--- config.mk ---
export PLATFORM = sky130hd
export DESIGN_NAME = pipelined_control_unit
export DESIGN_NICKNAME = d
export VERILOG_FILES = /design/src/rtl/pipelined_control_unit.sv
export SDC_FILE = /design/constraint.sdc
export NUM_CORES = 1
export LEC_CHECK = 0
export BUFFER_PORTS_ARGS = -buffer_cell sky130_fd_sc_hd__buf_2
export CAP_MARGIN = 20
export CORE_AREA = 2 2 52 54
export CTS_CLUSTER_DIAMETER = 60
export DETAILED_ROUTE_END_ITERATION = 10
export DIE_AREA = 0 0 54 56
export PLACE_DENSITY = 0.77
export SYNTH_ARGS = -nofsm -noshare
export SYNTH_HDL_FRONTEND = slang
export SYNTH_SLANG_ARGS = --single-unit
--- constraint.sdc ---
create_clock -name clk -period 2.3 [get_ports clk]
set_input_delay 0.46 -clock clk [delete_from_list [all_inputs] [get_ports clk]]
set_output_delay 0.46 -clock clk [all_outputs]
set_load 0.005 [all_outputs]
--- src/rtl/pipelined_control_unit.sv ---
// RV32I control path: Decode-stage decoder plus ID/EX, EX/MEM, MEM/WB control registers with flush-to-bubble.
// Optional macro CTRL_ILLEGAL_TRAP_EN builds the Execute-stage illegal-encoding flag.
module pipelined_control_unit #(
  parameter int unsigned ALU_CTRL_W = 4,
  parameter int unsigned IMM_SRC_W  = 3
) (
  input  logic                  clk,
  input  logic                  reset,
  input  logic [31:0]           instr_d,
  input  logic                  flush_e,
  input  logic                  zero_e,
  input  logic                  lt_e,
  input  logic                  ltu_e,
  output logic [IMM_SRC_W-1:0]  imm_src_d,
  output logic [ALU_CTRL_W-1:0] alu_control_e,
  output logic                  alu_src_e,
  output logic                  alu_a_src_e,
  output logic                  pc_src_e,
  output logic                  jalr_e,
  output logic [1:0]            result_src_e,
  output logic                  mem_write_m,
  output logic                  reg_write_m,
  output logic                  reg_write_w,
  output logic [1:0]            result_src_w,
  output logic                  illegal_e
);

  localparam logic [6:0] OP_LUI    = 7'b0110111;
  localparam logic [6:0] OP_AUIPC  = 7'b0010111;
  localparam logic [6:0] OP_JAL    = 7'b1101111;
  localparam logic [6:0] OP_JALR   = 7'b1100111;
  localparam logic [6:0] OP_BRANCH = 7'b1100011;
  localparam logic [6:0] OP_LOAD   = 7'b0000011;
  localparam logic [6:0] OP_STORE  = 7'b0100011;
  localparam logic [6:0] OP_IMM    = 7'b0010011;
  localparam logic [6:0] OP_REG    = 7'b0110011;

  localparam logic [2:0] IMM_I = 3'b000;
  localparam logic [2:0] IMM_S = 3'b001;
  localparam logic [2:0] IMM_B = 3'b010;
  localparam logic [2:0] IMM_J = 3'b011;
  localparam logic [2:0] IMM_U = 3'b100;

  localparam logic [1:0] RES_MEM = 2'b01;
  localparam logic [1:0] RES_PC4 = 2'b10;
  localparam logic [1:0] RES_IMM = 2'b11;

  localparam logic [3:0] ALU_ADD  = 4'b0000;
  localparam logic [3:0] ALU_SUB  = 4'b0001;
  localparam logic [3:0] ALU_AND  = 4'b0010;
  localparam logic [3:0] ALU_OR   = 4'b0011;
  localparam logic [3:0] ALU_XOR  = 4'b0100;
  localparam logic [3:0] ALU_SLT  = 4'b0101;
  localparam logic [3:0] ALU_SLTU = 4'b0110;
  localparam logic [3:0] ALU_SLL  = 4'b0111;
  localparam logic [3:0] ALU_SRL  = 4'b1000;
  localparam logic [3:0] ALU_SRA  = 4'b1001;

  typedef struct packed {
    logic       reg_write;
    logic [1:0] result_src;
    logic       mem_write;
    logic       branch;
    logic       jump;
    logic       jalr;
    logic [3:0] alu_control;
    logic       alu_src;
    logic       alu_a_src;
    logic [2:0] funct3;
  } ex_ctrl_t;

  typedef struct packed {
    logic       reg_write;
    logic [1:0] result_src;
    logic       mem_write;
  } mem_ctrl_t;

  typedef struct packed {
    logic       reg_write;
    logic [1:0] result_src;
  } wb_ctrl_t;

  logic [6:0] opcode;
  logic [2:0] funct3;
  logic       funct7_5;
  logic [2:0] imm_sel;
  logic       dec_illegal;
  ex_ctrl_t   dec;
  ex_ctrl_t   ex_d, ex_q;
  mem_ctrl_t  mem_d, mem_q;
  wb_ctrl_t   wb_d, wb_q;
  logic       br_cond;
  logic       unused_instr;

  assign opcode       = instr_d[6:0];
  assign funct3       = instr_d[14:12];
  assign funct7_5     = instr_d[30];
  assign unused_instr = ^{instr_d[31], instr_d[29:15], instr_d[11:7]};

  // funct7_5 selects sub only for register ops; it always selects sra on shifts.
  function automatic logic [3:0] alu_op(input logic [2:0] f3, input logic f7_5, input logic is_reg);
    alu_op = ALU_ADD;
    case (f3)
      3'b000:  alu_op = (is_reg && f7_5) ? ALU_SUB : ALU_ADD;
      3'b001:  alu_op = ALU_SLL;
      3'b010:  alu_op = ALU_SLT;
      3'b011:  alu_op = ALU_SLTU;
      3'b100:  alu_op = ALU_XOR;
      3'b101:  alu_op = f7_5 ? ALU_SRA : ALU_SRL;
      3'b110:  alu_op = ALU_OR;
      default: alu_op = ALU_AND;
    endcase
  endfunction

  // Decode; anything unsupported stays an all-zero bubble.
  always_comb begin
    dec         = '0;
    imm_sel     = IMM_I;
    dec_illegal = 1'b0;
    case (opcode)
      OP_LUI: begin
        dec.reg_write  = 1'b1;
        dec.result_src = RES_IMM;
        imm_sel        = IMM_U;
      end
      OP_AUIPC: begin
        dec.reg_write = 1'b1;
        dec.alu_src   = 1'b1;
        dec.alu_a_src = 1'b1;
        imm_sel       = IMM_U;
      end
      OP_JAL: begin
        dec.reg_write  = 1'b1;
        dec.result_src = RES_PC4;
        dec.jump       = 1'b1;
        imm_sel        = IMM_J;
      end
      OP_JALR: begin
        if (funct3 == 3'b000) begin
          dec.reg_write  = 1'b1;
          dec.result_src = RES_PC4;
          dec.jump       = 1'b1;
          dec.jalr       = 1'b1;
          dec.alu_src    = 1'b1;
        end else begin
          dec_illegal = 1'b1;
        end
      end
      OP_BRANCH: begin
        if (funct3[2:1] != 2'b01) begin
          dec.branch      = 1'b1;
          dec.alu_control = ALU_SUB;
          imm_sel         = IMM_B;
        end else begin
          dec_illegal = 1'b1;
        end
      end
      OP_LOAD: begin
        if (funct3 == 3'b010) begin
          dec.reg_write  = 1'b1;
          dec.result_src = RES_MEM;
          dec.alu_src    = 1'b1;
        end else begin
          dec_illegal = 1'b1;
        end
      end
      OP_STORE: begin
        if (funct3 == 3'b010) begin
          dec.mem_write = 1'b1;
          dec.alu_src   = 1'b1;
          imm_sel       = IMM_S;
        end else begin
          dec_illegal = 1'b1;
        end
      end
      OP_IMM: begin
        dec.reg_write   = 1'b1;
        dec.alu_src     = 1'b1;
        dec.alu_control = alu_op(funct3, funct7_5, 1'b0);
      end
      OP_REG: begin
        dec.reg_write   = 1'b1;
        dec.alu_control = alu_op(funct3, funct7_5, 1'b1);
      end
      default: dec_illegal = 1'b1;
    endcase
    if (!dec_illegal) dec.funct3 = funct3;
  end

  assign imm_src_d = IMM_SRC_W'(imm_sel);

  // Stage advance; flush only bubbles E, the old E contents still move on.
  always_comb begin
    ex_d  = flush_e ? '0 : dec;
    mem_d = '{reg_write: ex_q.reg_write, result_src: ex_q.result_src, mem_write: ex_q.mem_write};
    wb_d  = '{reg_write: mem_q.reg_write, result_src: mem_q.result_src};
  end

  always_ff @(posedge clk or posedge reset) begin
    if (reset) begin
      ex_q  <= '0;
      mem_q <= '0;
      wb_q  <= '0;
    end else begin
      ex_q  <= ex_d;
      mem_q <= mem_d;
      wb_q  <= wb_d;
    end
  end

  // Branch resolution against live Execute flags.
  always_comb begin
    br_cond = 1'b0;
    case (ex_q.funct3)
      3'b000:  br_cond = zero_e;
      3'b001:  br_cond = !zero_e;
      3'b100:  br_cond = lt_e;
      3'b101:  br_cond = !lt_e;
      3'b110:  br_cond = ltu_e;
      3'b111:  br_cond = !ltu_e;
      default: br_cond = 1'b0;
    endcase
    pc_src_e = ex_q.jump | (ex_q.branch & br_cond);
  end

  assign alu_control_e = ALU_CTRL_W'(ex_q.alu_control);
  assign alu_src_e     = ex_q.alu_src;
  assign alu_a_src_e   = ex_q.alu_a_src;
  assign jalr_e        = ex_q.jalr;
  assign result_src_e  = ex_q.result_src;
  assign mem_write_m   = mem_q.mem_write;
  assign reg_write_m   = mem_q.reg_write;
  assign reg_write_w   = wb_q.reg_write;
  assign result_src_w  = wb_q.result_src;

`ifdef CTRL_ILLEGAL_TRAP_EN
  logic illegal_d, illegal_q;

  always_comb begin
    illegal_d = flush_e ? 1'b0 : dec_illegal;
  end

  always_ff @(posedge clk or posedge reset) begin
    if (reset) illegal_q <= 1'b0;
    else       illegal_q <= illegal_d;
  end

  assign illegal_e = illegal_q;
`else
  logic unused_illegal;
  assign unused_illegal = dec_illegal;
  assign illegal_e      = 1'b0;
`endif

endmodule
== After elaboration in Yosys (flattened, before gate mapping) ==
Index checks and enable logic that the tools add are counted.

* Flip-flop bits (word level): 23
* Bits of input ports: 38
* Output and inout bits: 19
* Word-level logic and storage cells: 77

* Bitwise operators: 2
* Multiplexer cells: 30
* Eq/ne operators: 21
* Reduce and logical (&&, ||, !) cells: 9

{| class="wikitable"
|+ Operator list
! operator !! count
|-
| 4-bit case mux with 7 select lines || 2
|-
| 3-bit == test (second input constant) || 7
|-
| 7-bit by 6-bit == test with 1-bit output (second input constant) || 3
|-
| 7-bit == test (second input constant) || 3
|-
| 16-bit 2-to-1 mux || 1
|-
| 7-bit by 5-bit == test with 1-bit output (second input constant) || 2
|-
| 1-bit 2-to-1 mux || 14
|-
| 3-bit case mux with 4 select lines || 1
|-
| 4-bit case mux with 3 select lines || 1
|-
| 3-bit 2-to-1 mux || 3
|-
| 2-bit case mux with 4 select lines || 1
|-
| 7-bit by 2-bit == test with 1-bit output (second input constant) || 1
|-
| 3-bit by 1-bit == test with 1-bit output (second input constant) || 2
|-
| 3-bit by 2-bit == test with 1-bit output (second input constant) || 2
|-
| 3-bit logical NOT || 2
|-
| 1-bit case mux with 3 select lines || 2
|-
| 1-bit case mux with 6 select lines || 1
|-
| 2-bit OR reduction || 3
|-
| 5-bit OR reduction || 1
|-
| 2-bit 2-to-1 mux || 2
|-
| 1-bit case mux with 4 select lines || 1
|-
| 1-bit logical NOT || 3
|-
| 2-bit by 1-bit != test with 1-bit output (second input constant) || 1
|-
| 1-bit case mux with 2 select lines || 1
|-
| other kinds (2) || 2
|}

== Logic depth before layout (Yosys ltp) ==
* Depth after elaboration: 5
* Gate-level depth with buffers: 4
* Gate-level depth less buffers: 3

== Worst setup path after synthesis ==
Ideal clock, no wire load.

* Path kind: input to output
* From: in instr_d[3]
* To: out imm_src_d[0]
* Required time: 1.840 ns
* Arrival time: 1.107 ns
* Path slack: 0.733 ns
* Buffers on the path: 0
* Stages on the path: 3
* Cells stage by stage: and4bb_4 nand3_1 o21ai_0

* Cells in the longest elaborated chain, start to end: 3
* Elaborated cells on any way between the ends: 7
* Classes of those cells: eq/ne: 5; mux: 1; reduce/logical: 1

{| class="wikitable"
|+ RTL lines
! what !! RTL line !! source
|-
| start, declared || 9 || <nowiki>input logic [31:0] instr_d,</nowiki>
|-
| 7-bit by 5-bit == test with 1-bit output / 7-bit by 6-bit == test with 1-bit output (equally long branches) || 120 || <nowiki>case (opcode)</nowiki>
|-
| 2-bit OR reduction (no line) || -- ||
|-
| 3-bit case mux with 4 select lines (*) || 120 ||
|-
| end, declared || 14 || <nowiki>output logic [IMM_SRC_W-1:0] imm_src_d,</nowiki>
|}

Mark *: on every way between the ends. The rest lies on a longest branch, timed or not.

== Worst setup path in the final report ==
Same ends and word-level chain as after synthesis.

==> out/qor_table.md <==
| Result | Value | Unit |
|:---|:---|:---|
| Outcome | completed | - |
| Startpoint-to-endpoint class of the critical path | in -> out | - |
| Area fraction in and, or, nand and nor cells after synthesis | 25.8 | % |
| Total CTS buffers | 3 | - |
| Area share of fa/ha/maj cells after synthesis | 0 | % |
| Remaining routing DRC violations | 0 | - |
| Maximum fanout along the worst path | 7 | - |
| Largest clock skew in the final design | 11.1 | ps |
| Maximum root-to-sink buffer count | 2 | - |
| Via density | 5.24 | - |
| Sink Count | 23 | - |
| Count of final max-slew check failures | 0 | - |
| CP Capture Point | imm_src_d[0] | - |
| Netlist area before placement | 1120 | sq um |
| H-tree depth | 1 | - |
| Initial cell density of the core | 46.0 | % |
| Maximum vdd drop | 0.000304 | V |
| Number of antenna repair diodes | 0 | - |
| Setup TNS after final layout | 0 | ps |
| Flop-to-flop setup slack | 1790 | ps |
| Chip Height | 56 | um |
| Filler cells | 235 | - |
| I/O pin count | 57 | - |
| Pin count of the biggest net entering global routing | 24 | - |
| DRT antenna net count | 0 | - |
| Row cnt | 18 | - |
| Weighted congestion reported at the end of routability-driven placement | 0.859 | - |
| Max frequency | 0.526 | GHz |
| Remaining global-route overflow | 0 | - |
| Wire per inst | 12.7 | um |
| Static Leak | 0.662 | nW |
| Final number of hold-violating endpoints | 0 | - |
| R2r worst-path depth | 0 | - |
| Count of unique library cells instantiated by Yosys | 38 | - |
| Post-CTS setup repair buffer count | 0 | - |
| Share of post-route cells with drive strength above 1 | 36.2 | % |
| Warnings from Yosys | 0 | - |
| Power density normalized to cell area | 521 | nW/um^2 |
| Post-synthesis mux area share | 1.79 | % |
| DP Worst Slack | 397 | ps |
| Measured slew at the worst slew-check pin | 786 | ps |
| Mapped Cells | 104 | - |
| Reg-to-reg critical path startpoint | result_src_e[1]$_DFF_PP0_ | - |
| Placed wire-length estimate after detailed placement | 1570 | um |
| Detailed-routing iteration count for the pre-antenna-repair pass | 4 | - |
| Least setup slack across all paths after layout | 398 | ps |
| Global-route usage over all layers | 15.8 | % |
| Number of setup violations in the final report | 0 | - |
| Number of hold buffers added after cts | 0 | - |
| Flip-flop and latch area | 576 | sq um |
| Kind of start point of the critical path | primary input | - |
| Initial antenna violation count | 0 | - |
| Post-synth net total | 142 | - |
| Final clock period utilization by the worst path | 82.7 | % |
| Layout Area Growth over Synthesis | 13.1 | % |
| Critical Path Sink Type | output port | - |
| Clock tree from TritonCTS | yes | - |
| RSZ-0062 raised after global routing | false | - |
| Number of buffers added on ports | 34 | - |
| NumNets Final | 169 | - |
| Cell at the root of the clock tree | clkbuf_4 | - |
| Crit path DAT | 1440 | ps |
| Combined area of the multi-input logic cells | 440 | sq um |
| Max-Slew Margin vs Limit | 47.5 | % |
| Die ar. | 3020 | sq um |
| Via count | 839 | - |
| Required time reported for the critical path endpoint | 1840 | ps |
| Global-route wire length before repair | 3480 | um |
| Post-synthesis compound-gate area fraction | 9.83 | % |
| Sum of routed wire length over all layers | 2030 | um |
| Seq cells post-synth | 23 | - |
| Clk Latency, worst-skew pair | 310 | ps |
| Syn Area/Cell | 10.8 | sq um |
| Instance area after placement | 1240 | sq um |
| Post-route minimum period | 1900 | ps |
| Largest family of logic cells by synthesized area | simple AND/OR/NAND/NOR gates | - |
| Std-Cell Core Area | 2430 | sq um |
| Reported max-cap violation count | 0 | - |
| Via count of the first global-routing pass | 796 | - |
| Reg-to-reg endpoint | mem_q[2]$_DFF_PP0_ | - |
| Clock slew at reported path FFs | 120 | ps |
| Xor and xnor fraction of the mapped netlist area | 1.56 | % |
| Share of synthesized area occupied by flip-flops and latches | 51.4 | % |
| Total of cells resized after clock tree synthesis | 0 | - |
| Violation count after the first detailed-routing iteration | 21 | - |
| Final design instance area without fill | 1270 | sq um |
| Type of the most critical hold path | in -> async | - |
| Die X | 54 | um |
| Critical Path Start | instr_d[3] | - |
==> layout make-up <==
cell class,instances,area share [%]
sequential,23,45.5
multi-input combinational,65,34.8
timing repair buffer,34,13.4
tap,30,2.96
clock buffer,3,1.78
inverter,4,1.19
clock inverter,1,0.395
==> logic make-up after synthesis <==
logic type / count (synthesis)
mux: 2
other cells: 1
compound gates: 15
buf+inv: 16
xor+xnor: 2
simple gates: 45
flops: 23
==> cells in the final DEF, fill, tap and decap left out, drive strengths merged <==
cell type / synthesis / layout
and2: 1 / 1
a21oi: 3 / 3
nor3: 4 / 4
nand4bb: 1 / 1
or2b: 1 / 1
buf: 12 / 34
nand2b: 4 / 4
o32ai: 1 / 1
o2111ai: 1 / 1
o21ai: 3 / 3
nor2: 8 / 8
nand3: 2 / 2
o31ai: 1 / 1
and3: 1 / 1
mux2i: 2 / 2
a22oi: 1 / 1
and3b: 3 / 3
clkbuf: 0 / 3
inv: 4 / 4
nand4: 4 / 4
o221ai: 1 / 1
o21a: 1 / 1
nand2: 7 / 7
dfrtp: 23 / 23
a311oi: 1 / 1
clkinv: 0 / 1
and4bb: 2 / 2
nor4: 3 / 3
or2: 1 / 1
nor3b: 2 / 2
conb: 1 / 1
a31oi: 1 / 1
nor2b: 1 / 1
a41oi: 1 / 1
xor2: 2 / 2
==> report_power, final <==
part / switching [mW] / leakage (nW) / total [mW] / internal (mW)
clock: 0.114 / 0.0177 / 0.179 / 0.0650
sequential: 0.000899 / 0.321 / 0.408 / 0.407
combinational: 0.0451 / 0.324 / 0.0728 / 0.0277
total: 0.160 / 0.662 / 0.660 / 0.499
==> flip-flops by register name (all words and copies together) (netlist names) <==
signal         count
jalr_e             1
ex_q               7
reg_write_w        1
alu_a_src_e        1
mem_q              2
result_src_w       2
alu_src_e          1
reg_write_m        1
alu_control_e      4
mem_write_m        1
result_src_e       2
==> metal layers <==
layer | wire length, um | global-route usage [%] | vias up
met5 | 0 | 0 | -
met4 | 57 | 9.64 | 0
met3 | 144 | 1.88 | 5
met2 | 972 | 25.4 | 35
met1 | 857 | 19.4 | 389
li1 | - | - | 410
==> worst max-delay path, stage by stage <==
cell and delay, ps:
buf_2 130, and4bb_4 390, nand3_1 110, o21ai_0 200
buf_2 150
==> worst min path at each step <==
stage          slack [ps]  depth (start not counted)                        end               start
2_1_floorplan         330                          0      mem_write_m$_DFF_PP0_  ex_q[12]$_DFF_PP0_
3_3_place_gp          330                          0  result_src_w[0]$_DFF_PP0_  mem_q[1]$_DFF_PP0_
3_5_place_dp          340                          0      reg_write_m$_DFF_PP0_  ex_q[15]$_DFF_PP0_
4_1_cts               300                          2      reg_write_w$_DFF_PP0_               reset
5_1_grt               340                          2  result_src_w[0]$_DFF_PP0_               reset
6_report              270                          2  result_src_w[1]$_DFF_PP0_               reset
==> stage by stage <==
| step | cells | hold slack (ps) | total power [mW] | util, % |
|---|---|---|---|---|
| floorplan | 104 | 331 | 0.466 | - |
| global placement | 156 | 332 | 0.484 | 50.9 |
| detailed placement | 156 | 342 | 0.488 | 50.9 |
| CTS | 160 | 302 | 0.668 | 52.1 |
| global route | 160 | 340 | 0.693 | 52.1 |
| finish | 160 | 269 | 0.660 | 52.1 |
==> cells in the mapped netlist (all sizes together) <==
| library cell | count | area [sq um] |
|---|---|---|
| dfrtp | 23 | 576 |
| buf | 12 | 88.8 |
| nor2 | 8 | 30.0 |
| nand2 | 7 | 26.3 |
| inv | 4 | 15.0 |
| nand2b | 4 | 25.0 |
| nand4 | 4 | 25.0 |
| nor3 | 4 | 20.0 |
| a21oi | 3 | 15.0 |
| and3b | 3 | 30.0 |
| nor4 | 3 | 18.8 |
| o21ai | 3 | 15.0 |
| and4bb | 2 | 28.8 |
| mux2i | 2 | 20.0 |
| nand3 | 2 | 15.0 |
| nor3b | 2 | 25.0 |
| xor2 | 2 | 17.5 |
| a22oi | 1 | 7.51 |
| a311oi | 1 | 8.76 |
| a31oi | 1 | 6.26 |
| a41oi | 1 | 8.76 |
| and2 | 1 | 6.26 |
| and3 | 1 | 7.51 |
| conb | 1 | 3.75 |
| nand4bb | 1 | 11.3 |
| nor2b | 1 | 6.26 |
| o2111ai | 1 | 8.76 |
| o21a | 1 | 7.51 |
| o221ai | 1 | 8.76 |
| o31ai | 1 | 7.51 |
| o32ai | 1 | 16.3 |
| or2 | 1 | 6.26 |
| or2b | 1 | 7.51 |
Power figures use the tool's default switching activity.
